### src/rtl/decode_issue_pkg.sv
// Shared opcode constants, forwarding-source record and operand-use decode
// for the RV32 decode/issue stage.
package decode_issue_pkg;

    localparam int PKG_XLEN = 32;

    localparam logic [6:0] OPC_LUI    = 7'b0110111;
    localparam logic [6:0] OPC_AUIPC  = 7'b0010111;
    localparam logic [6:0] OPC_JAL    = 7'b1101111;
    localparam logic [6:0] OPC_JALR   = 7'b1100111;
    localparam logic [6:0] OPC_LOAD   = 7'b0000011;
    localparam logic [6:0] OPC_OP_IMM = 7'b0010011;
    localparam logic [6:0] OPC_OP     = 7'b0110011;
    localparam logic [6:0] OPC_STORE  = 7'b0100011;
    localparam logic [6:0] OPC_BRANCH = 7'b1100011;

    typedef struct packed {
        logic                valid;
        logic                pending;
        logic [4:0]          addr;
        logic [PKG_XLEN-1:0] data;
    } fwd_src_t;

    function automatic logic uses_rs1(input logic [6:0] opcode);
        case (opcode)
            OPC_JALR, OPC_LOAD, OPC_OP_IMM,
            OPC_OP, OPC_STORE, OPC_BRANCH: return 1'b1;
            default:                       return 1'b0;
        endcase
    endfunction

    function automatic logic uses_rs2(input logic [6:0] opcode);
        case (opcode)
            OPC_OP, OPC_STORE, OPC_BRANCH: return 1'b1;
            default:                       return 1'b0;
        endcase
    endfunction

    // Unknown opcodes write nothing, so they never claim an rd.
    function automatic logic has_rd(input logic [6:0] opcode);
        case (opcode)
            OPC_LUI, OPC_AUIPC, OPC_JAL, OPC_JALR,
            OPC_LOAD, OPC_OP_IMM, OPC_OP: return 1'b1;
            default:                      return 1'b0;
        endcase
    endfunction

endpackage

### src/rtl/decode_issue_stage_operand_fwd_mux.sv
// Resolves one source operand against the forwarding sources; index 0 is the
// youngest writer and wins over every older match.
module operand_fwd_mux
    import decode_issue_pkg::*;
#(
    parameter int XLEN    = 32,
    parameter int NUM_FWD = 3
) (
    input  logic [4:0]      i_addr,
    input  logic [XLEN-1:0] i_rf_data,
    input  fwd_src_t        i_srcs [NUM_FWD],
    output logic [XLEN-1:0] o_data,
    output logic            o_hit_pending
);

    // NOTE: every output gets a default before any conditional assignment,
    // otherwise synthesis infers latches for the paths that do not write it.
    always_comb begin
        o_data        = i_rf_data;
        o_hit_pending = 1'b0;
        if (i_addr == 5'd0) begin
            o_data = '0;
        end else begin
            // Walk oldest to youngest so the youngest match is written last.
            for (int i = NUM_FWD - 1; i >= 0; i--) begin
                if (i_srcs[i].valid && (i_srcs[i].addr == i_addr)) begin
                    o_data        = XLEN'(i_srcs[i].data);
                    o_hit_pending = i_srcs[i].pending;
                end
            end
        end
    end

endmodule

### src/rtl/decode_issue_stage.sv
// In-order RV32 decode/issue stage: operand forwarding, load-use stall,
// valid/ready issue register with flush and a saturating stall counter.
module decode_issue_stage
    import decode_issue_pkg::*;
#(
    parameter int XLEN        = 32,
    parameter int NUM_FWD     = 3,
    parameter int STALL_CNT_W = 16
) (
    input  logic                     clk,
    input  logic                     rst,
    input  logic                     in_valid,
    output logic                     in_ready,
    input  logic [31:0]              instruction_in,
    input  logic [XLEN-1:0]          program_counter_in,
    output logic [4:0]               rf_rs1_addr_out,
    output logic [4:0]               rf_rs2_addr_out,
    input  logic [XLEN-1:0]          rf_rs1_data_in,
    input  logic [XLEN-1:0]          rf_rs2_data_in,
    input  logic [NUM_FWD-1:0]       fwd_valid_in,
    input  logic [NUM_FWD-1:0]       fwd_pending_in,
    input  logic [NUM_FWD*5-1:0]     fwd_addr_in,
    input  logic [NUM_FWD*XLEN-1:0]  fwd_data_in,
    input  logic                     flush_in,
    output logic                     out_valid,
    input  logic                     out_ready,
    output logic [XLEN-1:0]          rs1_data_reg_out,
    output logic [XLEN-1:0]          rs2_data_reg_out,
    output logic [XLEN-1:0]          program_counter_reg_out,
    output logic [31:0]              instruction_reg_out,
    output logic [4:0]               rd_addr_reg_out,
    output logic [STALL_CNT_W-1:0]   stall_count_out
);

    logic [6:0]       w_opcode;
    logic             w_use_rs1;
    logic             w_use_rs2;
    logic [XLEN-1:0]  w_rs1_data;
    logic [XLEN-1:0]  w_rs2_data;
    logic             w_rs1_pending;
    logic             w_rs2_pending;
    logic             w_hazard;
    logic             w_slot_free;
    logic             w_accept;
    logic             w_stall_evt;
    fwd_src_t         w_srcs [NUM_FWD];

    logic                    r_out_valid;
    logic [XLEN-1:0]         r_rs1_data;
    logic [XLEN-1:0]         r_rs2_data;
    logic [XLEN-1:0]         r_pc;
    logic [31:0]             r_instr;
    logic [4:0]              r_rd;
    logic [STALL_CNT_W-1:0]  r_stall_count;

    assign w_opcode        = instruction_in[6:0];
    assign rf_rs1_addr_out = instruction_in[19:15];
    assign rf_rs2_addr_out = instruction_in[24:20];
    assign w_use_rs1       = uses_rs1(w_opcode);
    assign w_use_rs2       = uses_rs2(w_opcode);

    for (genvar g = 0; g < NUM_FWD; g++) begin : g_src
        assign w_srcs[g] = '{
            valid:   fwd_valid_in[g],
            pending: fwd_pending_in[g],
            addr:    fwd_addr_in[g*5 +: 5],
            data:    PKG_XLEN'(fwd_data_in[g*XLEN +: XLEN])
        };
    end

    operand_fwd_mux #(
        .XLEN    (XLEN),
        .NUM_FWD (NUM_FWD)
    ) u_rs1_mux (
        .i_addr        (rf_rs1_addr_out),
        .i_rf_data     (rf_rs1_data_in),
        .i_srcs        (w_srcs),
        .o_data        (w_rs1_data),
        .o_hit_pending (w_rs1_pending)
    );

    operand_fwd_mux #(
        .XLEN    (XLEN),
        .NUM_FWD (NUM_FWD)
    ) u_rs2_mux (
        .i_addr        (rf_rs2_addr_out),
        .i_rf_data     (rf_rs2_data_in),
        .i_srcs        (w_srcs),
        .o_data        (w_rs2_data),
        .o_hit_pending (w_rs2_pending)
    );

    // A pending winner only matters for an operand the instruction actually reads.
    assign w_hazard    = in_valid && ((w_use_rs1 && w_rs1_pending) ||
                                      (w_use_rs2 && w_rs2_pending));
    assign w_slot_free = !r_out_valid || out_ready;
    assign in_ready    = !w_hazard && !flush_in && w_slot_free;
    assign w_accept    = in_valid && in_ready;
    assign w_stall_evt = w_hazard && !flush_in;

    // NOTE: sequential state uses non-blocking assignments so every register
    // samples the pre-edge values; blocking here would create ordering races.
    always_ff @(posedge clk or negedge rst) begin
        if (!rst) begin
            r_out_valid   <= 1'b0;
            r_rs1_data    <= '0;
            r_rs2_data    <= '0;
            r_pc          <= '0;
            r_instr       <= '0;
            r_rd          <= '0;
            r_stall_count <= '0;
        end else begin
            if (flush_in) begin
                r_out_valid <= 1'b0;
            end else if (w_accept) begin
                r_out_valid <= 1'b1;
            end else if (out_ready) begin
                r_out_valid <= 1'b0;
            end

            if (w_accept) begin
                r_rs1_data <= w_rs1_data;
                r_rs2_data <= w_rs2_data;
                r_pc       <= program_counter_in;
                r_instr    <= instruction_in;
                r_rd       <= has_rd(w_opcode) ? instruction_in[11:7] : 5'd0;
            end

            if (w_stall_evt && (r_stall_count != '1)) begin
                r_stall_count <= r_stall_count + STALL_CNT_W'(1);
            end
        end
    end

    assign out_valid               = r_out_valid;
    assign rs1_data_reg_out        = r_rs1_data;
    assign rs2_data_reg_out        = r_rs2_data;
    assign program_counter_reg_out = r_pc;
    assign instruction_reg_out     = r_instr;
    assign rd_addr_reg_out         = r_rd;
    assign stall_count_out         = r_stall_count;

endmodule

### config.mk
export PLATFORM = sky130hd
export DESIGN_NAME = decode_issue_stage
export DESIGN_NICKNAME = d
export VERILOG_FILES = /design/src/rtl/decode_issue_pkg.sv /design/src/rtl/decode_issue_stage_operand_fwd_mux.sv /design/src/rtl/decode_issue_stage.sv
export SDC_FILE = /design/constraint.sdc
export NUM_CORES = 1
export LEC_CHECK = 0
export CORE_MARGIN = 10
export CORE_UTILIZATION = 30
export CTS_CLUSTER_SIZE = 10
export DETAILED_ROUTE_END_ITERATION = 10
export GPL_ROUTABILITY_DRIVEN = 0
export GPL_TIMING_DRIVEN = 0
export PLACE_DENSITY = 0.65
export SYNTH_ARGS = -nofsm -noshare
export SYNTH_HDL_FRONTEND = slang
export SYNTH_SLANG_ARGS = --single-unit
export TNS_END_PERCENT = 20
### constraint.sdc
create_clock -name clk -period 2.81 [get_ports clk]
set_input_delay 0.562 -clock clk [delete_from_list [all_inputs] [get_ports clk]]
set_output_delay 0.562 -clock clk [all_outputs]
set_load 0.05 [all_outputs]
==> results.yml <==
routing:
  via_count: 8800
  drcViolationCount: 0
  drt-pass1-iter-count: 5
  ant_nets: 0
  avgViaCountPerCell: 5.32
  detail_route.wirelength_um: 41600
  initialDrtViolationCount: 574
  wire_per_inst_um: 25.2
power:
  pwr_density_cell_mw_per_mm2: 588
  vdd.ir_drop.worst_mv: 0.392
  power.static_leakage_uw: 0.00560
clock_tree:
  cts_htree_levels: 4
  max-clock-path-buffers: 2
  clk-insertion-delay-late_ps: 420
  clkTransAtPathRegs_ps: 70
  cts.sinks: 150
  numCtsBuffers: 17
  clk_root_buffer_cell: "clkbuf_16"
  cts_tree: "built"
die:
  die_x_um: 190
  coreArea_mm2: 0.0285
  rows: 62
  start_util: 0.302
  die-area_mm2: 0.0359
  i_o_pin_count: 411
  chipHeight_um: 190
grt:
  first_global_vias: 9397
  grt_usage: 0.223
  grt.met3_usage: 0.0650
  grt_use_met1: 0.261
  met2_track_utilization_from_global_routing: 0.384
  overall_overflow_remaining_after_global_route: 0
  grt_first_pass_wirelength_um: 61200
  antenna_found_initial: 1
  busiest_layer: "met2"
  pin_count_of_the_biggest_net_entering_global_routing: 112
synth:
  netlist_instances: 812
  post_synth.cell_area_avg_um2: 10.6
  synthesis.area_mm2: 0.00862
  synthesized_nets: 1063
  synth.distinct_cells: 35
  synth_sequential_area_ratio: 0.435
  total_of_flip_flops_plus_latches_after_synthesis: 150
  synth_warnings: 0
setup_path:
  endpoint_kind: "output pin"
  crit_fanout: 2
  arrival_ps: 2230
  setup.worst_path.class: "in -> out"
  cp.required_ps: 2250
  crit_path_start_kind: "input pin"
finish:
  final_cell_mix: "clkdlybuf4s50_1 (378), dfrtp_1 (150), o21ai_0 (139), a221oi_1 (64), a2bb2oi_1 (63)"
  finalCoreUtilization: 0.499
  nets: 1508
  synthToLayoutAreaGrowth_pct: 65.2
  final_design_area_no_fill_mm2: 0.0142
  mostFrequentLayoutCell: "clkdlybuf4s50_1"
  share_of_layout_cells_above_drive_strength_1: 0.154
placement:
  port-buffer-count: 409
  post_dp_cell_area_mm2: 0.0133
  place.detailed.hpwl_um: 32800
status:
  status: "finished clean"
flow_run:
  cap_violations: 0
min_path:
  hold_path.class: "in -> reg"
sta:
  timing.clock.skew_ps: 11.9
  post-route-min-period_ps: 2800
  finalMaxSlewViolations: 0
  timing.final.crit_share: 0.995
  setup_viol: 0
  timing_hold_violations_final: 0
  slew_headroom: 0.465
  grt_setup_unrepaired: "yes"
  max_clock_freq_mhz: 358
  worst_pin_slew_ps: 799
  whs_ps: 418
## per-stage QoR
stage / setup WS, ps / std cells / setup TNS, ps / total power (uW)
after floorplan: 11.2 / 812 / 0 / 4510
final: 14.0 / 1655 / 0 / 8380
after CTS: 0.863 / 1654 / 0 / 8450
after global routing: -75.4 / 1655 / -2230 / 8720
after global placement: -5290 / 1605 / -1127630 / 5910
after detailed placement: -2170 / 1608 / -240540 / 5950
## registers in the layout (all words and copies together) (netlist names)
signal / cells
instruction_reg_out: 32
out_valid: 1
program_counter_reg_out: 32
rd_addr_reg_out: 5
rs1_data_reg_out: 32
rs2_data_reg_out: 32
stall_count_out: 16
## layout make-up
| cell class | count | area, um^2 |
|---|---|---|
| fill | 2712 | 14300 |
| multi-input combinational | 563 | 4680 |
| timing repair buffer | 428 | 4210 |
| sequential | 150 | 3750 |
| tap | 384 | 480 |
| buffer | 89 | 470 |
| clock buffer | 18 | 439 |
| clock inverter | 14 | 180 |
| inverter | 8 | 30.0 |
| antenna | 1 | 2.50 |
## path summary, 6_finish.rpt
kind | start | endpoint | slack (ps) | cells after the start
worst max-delay path | fwd_addr_in[7] | in_ready | 10 | 9
max in group asynchronous | rst | rs1_data_reg_out[6] | 1310 | 3
worst min register to register | program_counter_reg_out[12] | program_counter_reg_out[12] | 490 | 1
worst min-delay path | instruction_in[17] | instruction_reg_out[17] | 420 | 2
worst max register to register | stall_count_out[8] | stall_count_out[12] | 260 | 8
min in group asynchronous | rst | rs1_data_reg_out[23] | 600 | 2
## routing by layer
| metal | vias up | part of all wire |
|---|---|---|
| li1 | 4014 | - |
| met1 | 4371 | 0.40 |
| met2 | 359 | 0.50 |
| met3 | 56 | 0.072 |
| met4 | 0 | 0.029 |
| met5 | - | 0 |
## synth_stat cells
master / instances / share of area
a311oi_1: 3 / 0.0030
o21ai_1: 7 / 0.0041
o31ai_2: 54 / 0.078
nand3_1: 18 / 0.010
nand4_1: 6 / 0.0044
a21oi_1: 2 / 0.0012
and2_1: 33 / 0.024
buf_6: 7 / 0.0091
xnor2_1: 33 / 0.034
buf_2: 4 / 0.0023
nand3b_1: 2 / 0.0017
nor2_1: 8 / 0.0035
nor3_1: 4 / 0.0023
nor4_1: 4 / 0.0029
and3_1: 11 / 0.0080
or2_2: 1 / 0.00073
a2bb2oi_1: 64 / 0.065
o21ai_0: 140 / 0.081
a221oi_1: 64 / 0.065
clkbuf_1: 64 / 0.028
o22ai_2: 1 / 0.0015
ha_1: 1 / 0.0015
nor2_2: 1 / 0.00073
inv_1: 8 / 0.0035
a21o_1: 1 / 0.00087
o31ai_1: 15 / 0.013
nand2b_1: 2 / 0.0015
or2_1: 3 / 0.0022
dfrtp_1: 150 / 0.44
xor2_1: 12 / 0.012
nor2b_1: 1 / 0.00073
buf_4: 16 / 0.014
mux2_1: 60 / 0.078
nand2_1: 10 / 0.0044
or4_1: 2 / 0.0017
## where the power goes
group | internal [uW] | switching (uW)
logic | 1260 | 2020
clock network | 1380 | 1070
registers | 2480 | 164
## timing repair
| action | CTS | global route |
|---|---|---|
| endpoints found under the hold margin | 3 | 0 |
| setup endpoints to repair | 151 | 93 |
| hold buffers | 1 | 0 |
| buffers inserted | 15 | 0 |
| pin swaps | 30 | 4 |
| gates resized for setup | 154 | 16 |
## worst max-delay path, cell delays in order
cell	delay (ps)
buf_2	130
xnor2_2	180
nand3_1	130
or2_4	280
a311oi_4	350
o22ai_4	160
buf_8	150
a21oi_4	120
buf_8	160
## kinds of logic (layout without fill, tap and decap cells)
group                      after synthesis  count (layout)  share of synthesized area
muxes                                   60              60                     0.0784
adders and majority gates                1               1                    0.00145
AOI/OAI and AO/OA                      351             351                      0.313
xor gates and xnor gates                45              45                     0.0457
and+or+nand+nor                        106             106                     0.0691
buffers and inverters                   99             557                     0.0567
DFF                                    150             150                      0.435
other                                    0               1                          0
Note: power is estimated with default switching activity, not from simulation.
==> variant, RTL diff (config.mk and constraints unchanged) <==
`XLEN` is set to 32 in 2 places; all go to 64.
--- a/src/rtl/decode_issue_stage_operand_fwd_mux.sv
+++ b/src/rtl/decode_issue_stage_operand_fwd_mux.sv
@@ -3,7 +3,7 @@
 module operand_fwd_mux
     import decode_issue_pkg::*;
 #(
-    parameter int XLEN    = 32,
+    parameter int XLEN    = 64,
     parameter int NUM_FWD = 3
 ) (
     input  logic [4:0]      i_addr,
--- a/src/rtl/decode_issue_stage.sv
+++ b/src/rtl/decode_issue_stage.sv
@@ -3,7 +3,7 @@
 module decode_issue_stage
     import decode_issue_pkg::*;
 #(
-    parameter int XLEN        = 32,
+    parameter int XLEN        = 64,
     parameter int NUM_FWD     = 3,
     parameter int STALL_CNT_W = 16
 ) (
Interface: changed (7 resized); port bits go from 411 to 699. No check against the original RTL was run, so the function may have changed too.
==> variant against the original RTL <==
  * Setup slack gained 0.0098 ns
  * Wire length is 49% higher
  * Total power increased by 55%
  * Maximum frequency up 0.35%
  * Count of clock-buffer cells in the layout increased by 20
  * Sequential cell count grew 96
  * Non-clock buffer count increased by 214
  * Cell area is 42% higher
  * Synthesized area grew 43%
  * Critical path type is now input pin to register
  * Highest routed layer is now met5
==> variant: results (changes against the original RTL) <==
outcome - completed
grt met3 use - 8.50% (+2.0 points)
H-tree depth - 1 (-3)
Hold Slack - 0.238 ns (-0.180 ns)
Mean Syn Cell Area - 10.1 µm² (-4.6%)
clk buf depth - 3 (+1)
Mapped Nets - 1662 (+56%)
Clock-cell share - 3.91% (-0.44 points)
first-pass GRT wire length - 90400 µm (+48%)
WL met2 - 29500 µm (+42%)
final net count - 2315 (+54%)
clock buf count - 38 (+20)
comb_multi_in - 855 (+52%)
wl on met1 - 24200 µm (+45%)
clock latency on the worst-skew pair - 0.56 ns (+0.14 ns)
Logic inverters - 9 (+1)
multiplexer share of the synthesized area - 11.2% (+3.3 points)
reg2reg start - out_valid$_DFFE_PN0P_
hold path endpoint - instruction_reg_out[3]$_DFFE_PN0P_
Synth Area in Adders - 0.101% (-0.044 points)
Clock Power Share - 25.7% (-3.5 points)
largest net degree at the start of global routing - 96 (-14%)
M1 GR Usage - 27.9% (+1.8 points)
initial antenna violation count - 5 (+4)
Critical Path End Type - register
DPL Wire Length - 49200 µm (+50%)
Overall Global Routing Usage - 23.8% (+1.5 points)
sequential share of cell area - 30.4% (+4.0 points)
Top Metal Used - met5
FILL cells - 3726 (+37%)
ant diodes - 4 (+3)
Gate power share - 40.4% (+1.2 points)
Non-clock buffering overhead - 33.7% (+0.79 points)
crit path max fanout - 10 (+8)
r2r worst-path depth - 7 (-1)
Pint - 7.97 mW (+56%)
Multi-input gate area - 5800 µm² (+24%)
==> variant: critical path, delay by kind of cell <==
family	cells	cell delay (ns)
buffers and inverters	3	1.09
and+or+nand+nor	2	0.50
xor gates and xnor gates	1	0.15
AOI/OAI and AO/OA	4	0.92
==> variant: repair_timing <==
item	4_1_cts	5_1_grt
setup endpoints to repair	253	87
hold endpoints to repair	59	0
setup buffers	18	4
hold buffers	1	0
gates resized for setup	163	13
pin swaps	30	7
==> variant: per-stage QoR <==
step / worst slack (ns) / utilization (%) / setup TNS (ns) / instances
6_report: 0.0238 / 49.8 / 0 / 2417
5_1_grt: -0.0482 / 49.8 / -0.0482 / 2416
4_1_cts: 0.000667 / 49.7 / 0 / 2411
3_5_place_dp: -1.98 / 47.0 / -333.94 / 2353
3_3_place_gp: -9.65 / 46.9 / -2692.97 / 2351
2_1_floorplan: -0.119 / - / -0.119 / 1219
